### config.mk
export PLATFORM = sky130hd
export DESIGN_NAME = div_seq_ctrl
export DESIGN_NICKNAME = d
export VERILOG_FILES = /design/src/rtl/div_seq_ctrl.sv
export SDC_FILE = /design/constraint.sdc
export NUM_CORES = 1
export LEC_CHECK = 0
export ABC_AREA = 0
export ABC_CLOCK_PERIOD_IN_PS = 2000
export CORE_UTILIZATION = 40
export DETAILED_ROUTE_END_ITERATION = 8
export GPL_TIMING_DRIVEN = 0
export PLACE_DENSITY_LB_ADDON = 0.08
export SLEW_MARGIN = 30
export SYNTH_ARGS = -nofsm -noshare
export SYNTH_HDL_FRONTEND = slang
export SYNTH_SLANG_ARGS = --single-unit
### constraint.sdc
create_clock -name clk -period 2 [get_ports clk]
set_input_delay 0.4 -clock clk [delete_from_list [all_inputs] [get_ports clk]]
set_output_delay 0.4 -clock clk [all_outputs]
set_load 0.005 [all_outputs]
### src/rtl/div_seq_ctrl.sv
// div_seq_ctrl: sequencing controller for a restoring binary divider that
// shares one external (WIDTH+1)-bit adder. Holds partial remainder R,
// quotient shift register Q, divisor D and a bit counter. Each quotient bit
// costs two cycles (SHIFT then SUB); a CHECK cycle up front short-circuits
// divide-by-zero.
// Optional build macro: DIV_BUSY_ERR_EN adds a sticky 'err' output that
// flags start requests arriving while an operation is in flight.
module div_seq_ctrl #(
  parameter int WIDTH = 8,
  parameter int CNT_W = $clog2(WIDTH + 1)
) (
  input  logic             clk,
  input  logic             rst_n,
  input  logic             start,
  input  logic [WIDTH-1:0] dividend,
  input  logic [WIDTH-1:0] divisor,
  output logic             busy,
  output logic             done,
  output logic             dbz,
  output logic [WIDTH-1:0] quotient,
  output logic [WIDTH-1:0] remainder,
  output logic [WIDTH:0]   add_a,
  output logic [WIDTH:0]   add_b,
  output logic             add_cin,
  input  logic             add_cout,
  input  logic [WIDTH:0]   add_sum
`ifdef DIV_BUSY_ERR_EN
  ,
  output logic             err
`endif
);

  typedef enum logic [2:0] {
    S_IDLE  = 3'd0,
    S_CHECK = 3'd1,
    S_SHIFT = 3'd2,
    S_SUB   = 3'd3,
    S_DONE  = 3'd4
  } state_t;

  state_t           state_q, state_d;
  logic [WIDTH:0]   r_q, r_d;
  logic [WIDTH-1:0] q_q, q_d;
  logic [WIDTH-1:0] d_q, d_d;
  logic [CNT_W-1:0] cnt_q, cnt_d;
  logic             dbz_q, dbz_d;
  logic [WIDTH-1:0] quo_q, quo_d;
  logic [WIDTH-1:0] rem_q, rem_d;
  logic             busy_s;
  logic             accept_s;
  logic [WIDTH-1:0] q_new_s;
  logic [WIDTH:0]   r_new_s;

  assign busy_s   = (state_q == S_CHECK) || (state_q == S_SHIFT) || (state_q == S_SUB);
  assign accept_s = start && ((state_q == S_IDLE) || (state_q == S_DONE));

  assign busy      = busy_s;
  assign done      = (state_q == S_DONE);
  assign dbz       = dbz_q;
  assign quotient  = quo_q;
  assign remainder = rem_q;

  // Next-state, datapath update and shared-adder operand decode
  always_comb begin
    state_d = state_q;
    r_d     = r_q;
    q_d     = q_q;
    d_d     = d_q;
    cnt_d   = cnt_q;
    dbz_d   = dbz_q;
    quo_d   = quo_q;
    rem_d   = rem_q;
    add_a   = {(WIDTH + 1){1'b0}};
    add_b   = {(WIDTH + 1){1'b0}};
    add_cin = 1'b0;
    q_new_s = q_q;
    r_new_s = r_q;

    case (state_q)
      S_IDLE, S_DONE: begin
        if (accept_s) begin
          q_d     = dividend;
          d_d     = divisor;
          r_d     = {(WIDTH + 1){1'b0}};
          cnt_d   = CNT_W'(WIDTH);
          dbz_d   = 1'b0;
          state_d = S_CHECK;
        end else begin
          state_d = S_IDLE;
        end
      end
      S_CHECK: begin
        if (d_q == {WIDTH{1'b0}}) begin
          // Q still holds the captured dividend at this point
          quo_d   = {WIDTH{1'b1}};
          rem_d   = q_q;
          dbz_d   = 1'b1;
          state_d = S_DONE;
        end else begin
          state_d = S_SHIFT;
        end
      end
      S_SHIFT: begin
        {r_d, q_d} = {r_q[WIDTH-1:0], q_q, 1'b0};
        state_d    = S_SHIFT;
        state_d    = S_SUB;
      end
      S_SUB: begin
        // R - D computed as R + ~D + 1; carry-out set means R >= D
        add_a   = r_q;
        add_b   = ~{1'b0, d_q};
        add_cin = 1'b1;
        if (add_cout) begin
          r_new_s = add_sum;
          q_new_s = {q_q[WIDTH-1:1], 1'b1};
        end else begin
          r_new_s = r_q;
          q_new_s = {q_q[WIDTH-1:1], 1'b0};
        end
        r_d   = r_new_s;
        q_d   = q_new_s;
        cnt_d = cnt_q - CNT_W'(1);
        if (cnt_q == CNT_W'(1)) begin
          quo_d   = q_new_s;
          rem_d   = r_new_s[WIDTH-1:0];
          state_d = S_DONE;
        end else begin
          state_d = S_SHIFT;
        end
      end
      default: begin
        state_d = S_IDLE;
      end
    endcase
  end

  // State and datapath registers, cleared asynchronously
  always_ff @(posedge clk or negedge rst_n) begin
    if (!rst_n) begin
      state_q <= S_IDLE;
      r_q     <= {(WIDTH + 1){1'b0}};
      q_q     <= {WIDTH{1'b0}};
      d_q     <= {WIDTH{1'b0}};
      cnt_q   <= {CNT_W{1'b0}};
      dbz_q   <= 1'b0;
      quo_q   <= {WIDTH{1'b0}};
      rem_q   <= {WIDTH{1'b0}};
    end else begin
      state_q <= state_d;
      r_q     <= r_d;
      q_q     <= q_d;
      d_q     <= d_d;
      cnt_q   <= cnt_d;
      dbz_q   <= dbz_d;
      quo_q   <= quo_d;
      rem_q   <= rem_d;
    end
  end

`ifdef DIV_BUSY_ERR_EN
  logic err_q, err_d;

  // Sticky busy-violation flag, cleared by the next accepted start
  always_comb begin
    err_d = err_q;
    if (accept_s) begin
      err_d = 1'b0;
    end else if (start && busy_s) begin
      err_d = 1'b1;
    end else begin
      err_d = err_q;
    end
  end

  // Busy-violation flag register
  always_ff @(posedge clk or negedge rst_n) begin
    if (!rst_n) begin
      err_q <= 1'b0;
    end else begin
      err_q <= err_d;
    end
  end

  assign err = err_q;
`endif

endmodule

==> results by group, run 1 <==
Synthesis
  • Synth Area in Adders: 0.0102
  • Synth warnings: 0
  • Post-Synthesis Cells: between 200 and 300
  • Synthesized area per cell: around 9.3 um2
  • Mapped cell area: 2460 um2
  • Area fraction in compound gates after synthesis: 0.108
  • Multiplexer share of the synthesized area: 0.107
  • Post-synthesis register bit count: 49
  • Dominant combinational cell family by area after synthesis: simple AND/OR/NAND/NOR gates
  • Fraction of synthesis flops using an asynchronous set or reset pin: 1.00
  • Share of the synthesized netlist area taken by xor and xnor gates: 0
  • Distinct cell type count of the synthesized netlist: 34
  • EDFF count, synth: 0
  • Main synth FF type: sky130_fd_sc_hd__dfrtp_1
  • Sequential element share of the synthesized area: 0.499
  • Synthesized Nets: roughly 300
  • Fraction of the mapped netlist area in simple logic gates: 0.218

Drt
  • Detailed-routing iteration count for the pre-antenna-repair pass: 4
  • Top routing layer in use: met4
  • WL met3: between 400 and 500 um
  • Metal-1 WL: 2850 um
  • Total detailed-routing wirelength: approximately 6500 um
  • Post-route DRC: 0
  • Count of antenna-violating nets left after detailed routing: 0
  • Initial DRC Count: 130
  • Via count: around 2200
  • Vias per cell: about 5.2
  • Total met2 wirelength after detailed routing: around 3100 um
  • Mean routed wirelength per cell: 15.0 um

Critical path
  • Category of the critical setup timing path: flop to primary output
  • CP startpoint kind: flop
  • Worst Setup SP: state_q[0]$_DFF_PN0_
  • Top fanout value on the critical path: 5
  • Depth of the worst register-to-register path: 7
  • Data required time at the worst endpoint: between 1500 and 2000 ps
  • Endpoint arrival time on the critical path: roughly 1600 ps
  • Worst Setup End Kind: primary output
  • Worst R2R Start: state_q[2]$_DFF_PN0_

Die
  • # rows: 28
  • Width of the die: ~80 um
  • Initial cell density of the core: 0.415
  • Core Box Area: around 5900 um2
  • Area of the die: approximately 6500 um2
  • Total I/O pin count: between 60 and 70
  • Chip Height: 80.4 um

Run status
  • Violations in the final reports: negative setup slack
  • Outcome: finished, violations left

STA
  • Final period demand of the worst path: slightly above 2000 ps
  • WHS: 101 ps
  • Post-route worst setup slack: -19.1 ps
  • Final clock period utilization by the worst path: 1.01
  • Sum of negative setup slack: -19.1 ps
  • Pin slew with the least headroom to its limit: 626 ps
  • Worst Skew: 6.53 ps
  • Final-report hold violation count: 0
  • Normalized max-slew margin: 0.583
  • Final-report setup violation count: 1
  • F_max: 0.495 GHz
  • RSZ-0062 raised after global routing: yes
  • Pins Over Slew Limit: 0

Clocking
  • Root buf cell: sky130_fd_sc_hd__clkbuf_8
  • Worst-Skew Late Latency: approximately 300 ps
  • Clk sink count: 49
  • Clock tree from TritonCTS: done
  • Worst-case clock buffer depth: 2
  • H-tree lvl count: 2
  • CTS clk-pin slew, worst paths: 90 ps
  • CTS buffer count: 5
  • Number of buffers inserted for hold repair after clock tree synthesis: 0

Place
  • Post-detailed-placement cell area: 3210 um2
  • Gpl congestion: approximately 0.8
  • HPWL reported at the end of detailed placement: around 4300 um
  • Number of buffers added on ports: 66

Final layout
  • Final design area excluding fillers: about 3500 um2
  • Commonest non-fill, non-tap cells in the layout: sky130_fd_sc_hd__nand2_1, sky130_fd_sc_hd__dfrtp_1, sky130_fd_sc_hd__clkdlybuf4s50_1
  • # nets final: between 300 and 400
  • Area delta synth->final: 44.1%
  • Antenna fix cells: 0
  • Most frequent standard cell in the layout excluding fill and tap cells: sky130_fd_sc_hd__nand2_1
  • Ratio of cells with drive above 1 in the final layout: 0.202

Flow run
  • Count of maximum capacitance violations: 0

GRT
  • Pin count of the biggest net entering global routing: 50
  • Number of global-route vias before repair: ~2100
  • First-pass GRT wire length: 10500 um
  • Overflow after GRT: 0
  • Number of antenna violations at the first check in global routing: 0
  • Global router's overall resource usage: 0.217

Pwr
  • Leakage power total: around 1.7 nW
  • Pwr per Cell Area: about 1400 nW/um2
  • Worst supply voltage drop on vdd: just under 0.6 mV

Min path
  • Worst min path class: primary input to async pin
## area by class of cell
type | count | area (um2)
plain buffers | 17 | 140
clock buffers | 6 | 82.6
clock inverters | 2 | 37.5
fillers | 533 | 2380
inverters | 13 | 51.3
multi-input cells | 185 | 1120
flip-flops and latches | 49 | 1230
well taps | 75 | 93.8
repair buffers | 84 | 783
## per-stage QoR
stage,cells,utilization,setup WS (ps),power (mW)
finish,431,0.598,-19.1,5.02
global route,431,0.598,-50.4,5.41
CTS,428,0.597,-9.88,4.98
detailed placement,405,0.542,-377,4.06
global placement,405,0.542,-938,4.03
floorplan,264,-,147,2.95
## where the power goes
| part | total (mW) | internal, mW | switching [mW] | leakage, nW |
|---|---|---|---|---|
| logic | 2.51 | 1.32 | 1.19 | 1.02 |
| clock network | 0.736 | 0.407 | 0.330 | 0.0574 |
| registers | 1.78 | 1.42 | 0.357 | 0.611 |
## cell usage after synthesis (all sizes together), types with 2 or more instances
master	count	share of area
a22oi	7	0.021
nand2	55	0.085
inv	12	0.018
nand3	10	0.020
nor2	27	0.041
ha	2	0.010
mux2	8	0.038
nor3b	2	0.010
a21oi	11	0.022
a31oi	2	0.0051
and3	10	0.025
a211oi	2	0.0061
o21ai	19	0.039
nor3	2	0.0041
dfrtp	49	0.50
o31ai	2	0.012
clkbuf	12	0.022
nand2b	2	0.0082
buf	5	0.015
nor4	2	0.010
mux2i	17	0.069
## repair_timing
action                                  CTS  global route
pin swaps                                 4             2
buffers inserted                         14             3
endpoints found under the setup margin   24            32
gates cloned                              1             0
resized for setup                        52            27
## registers in the layout (all words and copies together) (netlist names)
signal     count
d_q            8
state_q        3
cnt_q          4
quotient       8
remainder      8
dbz            1
r_q            9
q_q            8
## path summary, 6_finish.rpt
| kind | end | slack (ps) |
|---|---|---|
| worst max-delay path | add_b[8] | -20 |
| min in group clk | dbz$_DFFE_PN0P_ | 490 |
| worst max register to register | remainder[4]$_DFFE_PN0P_ | 40 |
| worst min register to register | dbz$_DFFE_PN0P_ | 490 |
| worst min-delay path | cnt_q[2]$_DFFE_PN0P_ | 100 |
| max in group asynchronous | state_q[2]$_DFF_PN0_ | 1440 |
## layer usage
layer	track usage	vias up
met5	0	-
met4	0.0643	0
met3	0.0443	12
met2	0.345	100
met1	0.296	1044
li1	-	1069
## cell families after synthesis
kind of cell | count (synthesis)
compound gates | 44
fa+ha+maj | 2
buf+inv | 30
mux | 25
flops | 49
simple gates | 114
## critical path: stages, from the launching register on
cell and delay [ps]:
sky130_fd_sc_hd__dfrtp_1 390, sky130_fd_sc_hd__clkbuf_8 150, sky130_fd_sc_hd__nand3b_1 130, sky130_fd_sc_hd__buf_4 130, sky130_fd_sc_hd__clkbuf_8 130, sky130_fd_sc_hd__inv_4 40
sky130_fd_sc_hd__buf_4 110, sky130_fd_sc_hd__dlygate4sd2_1 250
No activity file was read; power rests on OpenSTA's default activity.
==> inputs of run 2 (changes only) <==
--- a/config.mk
+++ b/config.mk
@@ -6,7 +6,7 @@
 export NUM_CORES = 1
 export LEC_CHECK = 0
 export ABC_AREA = 0
-export ABC_CLOCK_PERIOD_IN_PS = 2000
+export ABC_CLOCK_PERIOD_IN_PS = 2400
 export CORE_UTILIZATION = 40
 export DETAILED_ROUTE_END_ITERATION = 8
 export GPL_TIMING_DRIVEN = 0
==> constraint.sdc (replaced) <==
create_clock -name clk -period 2.4 [get_ports clk]
set_input_delay 0.48 -clock clk [delete_from_list [all_inputs] [get_ports clk]]
set_output_delay 0.48 -clock clk [all_outputs]
set_load 0.005 [all_outputs]
==> run 2 against run 1 <==
Effect of this change:
- via count is 4.4% lower
- non-clock buffer count is 10 lower
- largest cell class unchanged
- count of clock-buffer cells in the layout stayed put
- sequential share of layout area is 0.96 points higher
- largest power group unchanged
- clock skew is 0.68 ps higher
- sequential power is 17% lower
- the flow now finishes without violations
==> results by group, run 2 (synthesis results as in run 1) <==
Run status
  • Outcome: finished clean

Final layout
  • Ratio of cells with drive above 1 in the final layout: 0.127
  • Most frequent standard cell in the layout excluding fill and tap cells: sky130_fd_sc_hd__clkdlybuf4s50_1
  • # nets final: 376
  • Antenna fix cells: 0
  • Max reg flops: 9
  • Most flops, register: r_q
  • Area delta synth->final: 40.2%
  • Finished Layout Cells: between 400 and 500
  • Commonest non-fill, non-tap cells in the layout: sky130_fd_sc_hd__clkdlybuf4s50_1, sky130_fd_sc_hd__nand2_1, sky130_fd_sc_hd__dfrtp_1

Drt
  • Detailed-routing iteration count for the pre-antenna-repair pass: 5
  • Initial DRC Count: around 130
  • Vias per cell: 5.05
  • Count of antenna-violating nets left after detailed routing: 0
  • Via count: ~2100
  • Post-route DRC: 0
  • WL met3: between 200 and 300 um
  • Top routing layer in use: met4
  • Total met2 wirelength after detailed routing: about 2800 um
  • Metal-1 WL: roughly 2900 um
  • Total detailed-routing wirelength: ~6000 um
  • Mean routed wirelength per cell: between 10 and 15 um

Clocking
  • CTS buffer count: 5
  • Number of buffers inserted for hold repair after clock tree synthesis: 0
  • H-tree lvl count: 2
  • Root buf cell: sky130_fd_sc_hd__clkbuf_8
  • Worst-case clock buffer depth: 2
  • Clock tree from TritonCTS: done
  • CTS clk-pin slew, worst paths: about 90 ps
  • Clk sink count: 49
  • Worst-Skew Late Latency: approximately 300 ps

Critical path
  • Category of the critical setup timing path: flop to primary output
  • Endpoint arrival time on the critical path: between 1500 and 2000 ps
  • Worst path max stage delay: about 480 ps
  • Depth of the worst register-to-register path: 5
  • Data required time at the worst endpoint: between 1500 and 2000 ps
  • Crit path cell chain: nand3b_1 > buf_4 > inv_2 > buf_4 > clkdlybuf4s50_1
  • Library cell contributing the largest single delay on the critical path: sky130_fd_sc_hd__clkdlybuf4s50_1
  • Top fanout value on the critical path: 10
  • Critical path's most frequent cell: sky130_fd_sc_hd__buf_4
  • CP startpoint kind: flop
  • Worst Setup End Kind: primary output

Pwr
  • Leakage power total: ~1.7 nW
  • Proportion of power drawn by the clock network: 0.150
  • Worst supply voltage drop on vdd: 0.506 mV
  • Sw power: roughly 1.5 mW
  • Final Power: around 4 mW
  • Sw frac: 0.362
  • Sequential cell fraction of total power: 0.359
  • Pwr per Cell Area: 1190 nW/um2
  • Pint: 2.62 mW
  • Logic pwr share: 0.491

Place
  • HPWL reported at the end of detailed placement: between 4000 and 5000 um
  • Count of placed standard cells including taps: 405
  • Gpl congestion: 0.792
  • Number of buffers added on ports: 66
  • Worst setup slack before clock tree synthesis: -56.5 ps

GRT
  • Pin count of the biggest net entering global routing: 50
  • First-pass GRT wire length: roughly 10000 um
  • Overflow after GRT: 0
  • Global router's overall resource usage: 0.207
  • Number of antenna violations at the first check in global routing: 0
  • Number of global-route vias before repair: 1992

Die
  • Core Box Area: just under 6000 um2
  • Area of the die: 6460 um2
  • Width of the die: ~80 um
  • # rows: 28
  • Chip Height: about 80 um
  • Total I/O pin count: 67
  • Initial cell density of the core: 0.415

STA
  • Final clock period utilization by the worst path: 0.969
  • Final-report hold violation count: 0
  • Pin slew with the least headroom to its limit: between 600 and 700 ps
  • Final-report setup violation count: 0
  • F_max: 0.430 GHz
  • Post-route worst setup slack: between 70 and 80 ps
  • Sum of negative setup slack: 0 ps
  • Normalized max-slew margin: 0.541
  • Final period demand of the worst path: approximately 2300 ps
  • Pins Over Slew Limit: 0
  • RSZ-0062 raised after global routing: yes
  • Worst Skew: between 7 and 8 ps

Min path
  • Worst min path class: primary input to async pin

Flow run
  • Count of maximum capacitance violations: 0
==> run 2: changes by cell type in the layout (fill, tap and decap cells not counted), sizes merged <==
cell and change:
buf -5, clkbuf -15, clkdlybuf4s15 -3, clkdlybuf4s50 +13, dlygate4sd2 -7, dlymetal6s2s +7
==> run 2: final cells by class <==
type | count | area (um2)
fill | 530 | 2480
sequential | 49 | 1230
multi-input combinational | 185 | 1090
timing repair buffer | 74 | 738
buffer | 17 | 128
tap | 75 | 93.8
clock buffer | 6 | 82.6
inverter | 13 | 48.8
clock inverter | 2 | 37.5
==> run 2: final timing paths <==
kind	from	endpoint	slack (ps)
setup / recovery	state_q[2]$_DFF_PN0_	add_b[8]	70
hold / removal	rst_n	cnt_q[2]$_DFFE_PN0P_	180
setup reg to reg	d_q[5]$_DFFE_PN0P_	remainder[6]$_DFFE_PN0P_	340
hold reg to reg	r_q[8]$_DFFE_PN0P_	r_q[8]$_DFFE_PN0P_	490
max in group asynchronous	rst_n	state_q[2]$_DFF_PN0_	1770
min in group clk	r_q[8]$_DFFE_PN0P_	r_q[8]$_DFFE_PN0P_	490
==> run 2: per-stage QoR <==
stage	hold slack [ps]	utilization	area [um2]
2_1_floorplan	184	-	2460
3_3_place_gp	462	0.542	3210
3_5_place_dp	468	0.542	3210
4_1_cts	213	0.569	3370
5_1_grt	237	0.582	3440
6_report	185	0.582	3440
==> run 2: repair_timing <==
item	CTS	global route
gates resized for setup	10	19
buffers inserted	2	6
setup endpoints to repair	19	18
==> run 2: power groups by stage <==
stage,sequential (mW),clock (mW),combinational (mW)
2_1_floorplan,1.43,0,1.03
3_3_place_gp,1.49,0,1.88
3_5_place_dp,1.49,0,1.90
4_1_cts,1.47,0.630,1.97
5_1_grt,1.53,0.663,2.25
6_report,1.47,0.615,2.02
==> run 2: metal layers <==
metal  vias to the layer above  track usage
li1                       1051            -
met1                      1008        0.292
met2                        62        0.325
met3                         6       0.0398
met4                         0       0.0500
met5                         -            0
==> run 2: worst max-delay path: cells and delay by family, from the launching register on <==
kind / cells / cell delay (ps)
buf+inv: 4 / 890
flops: 1 / 440
simple gates: 1 / 220
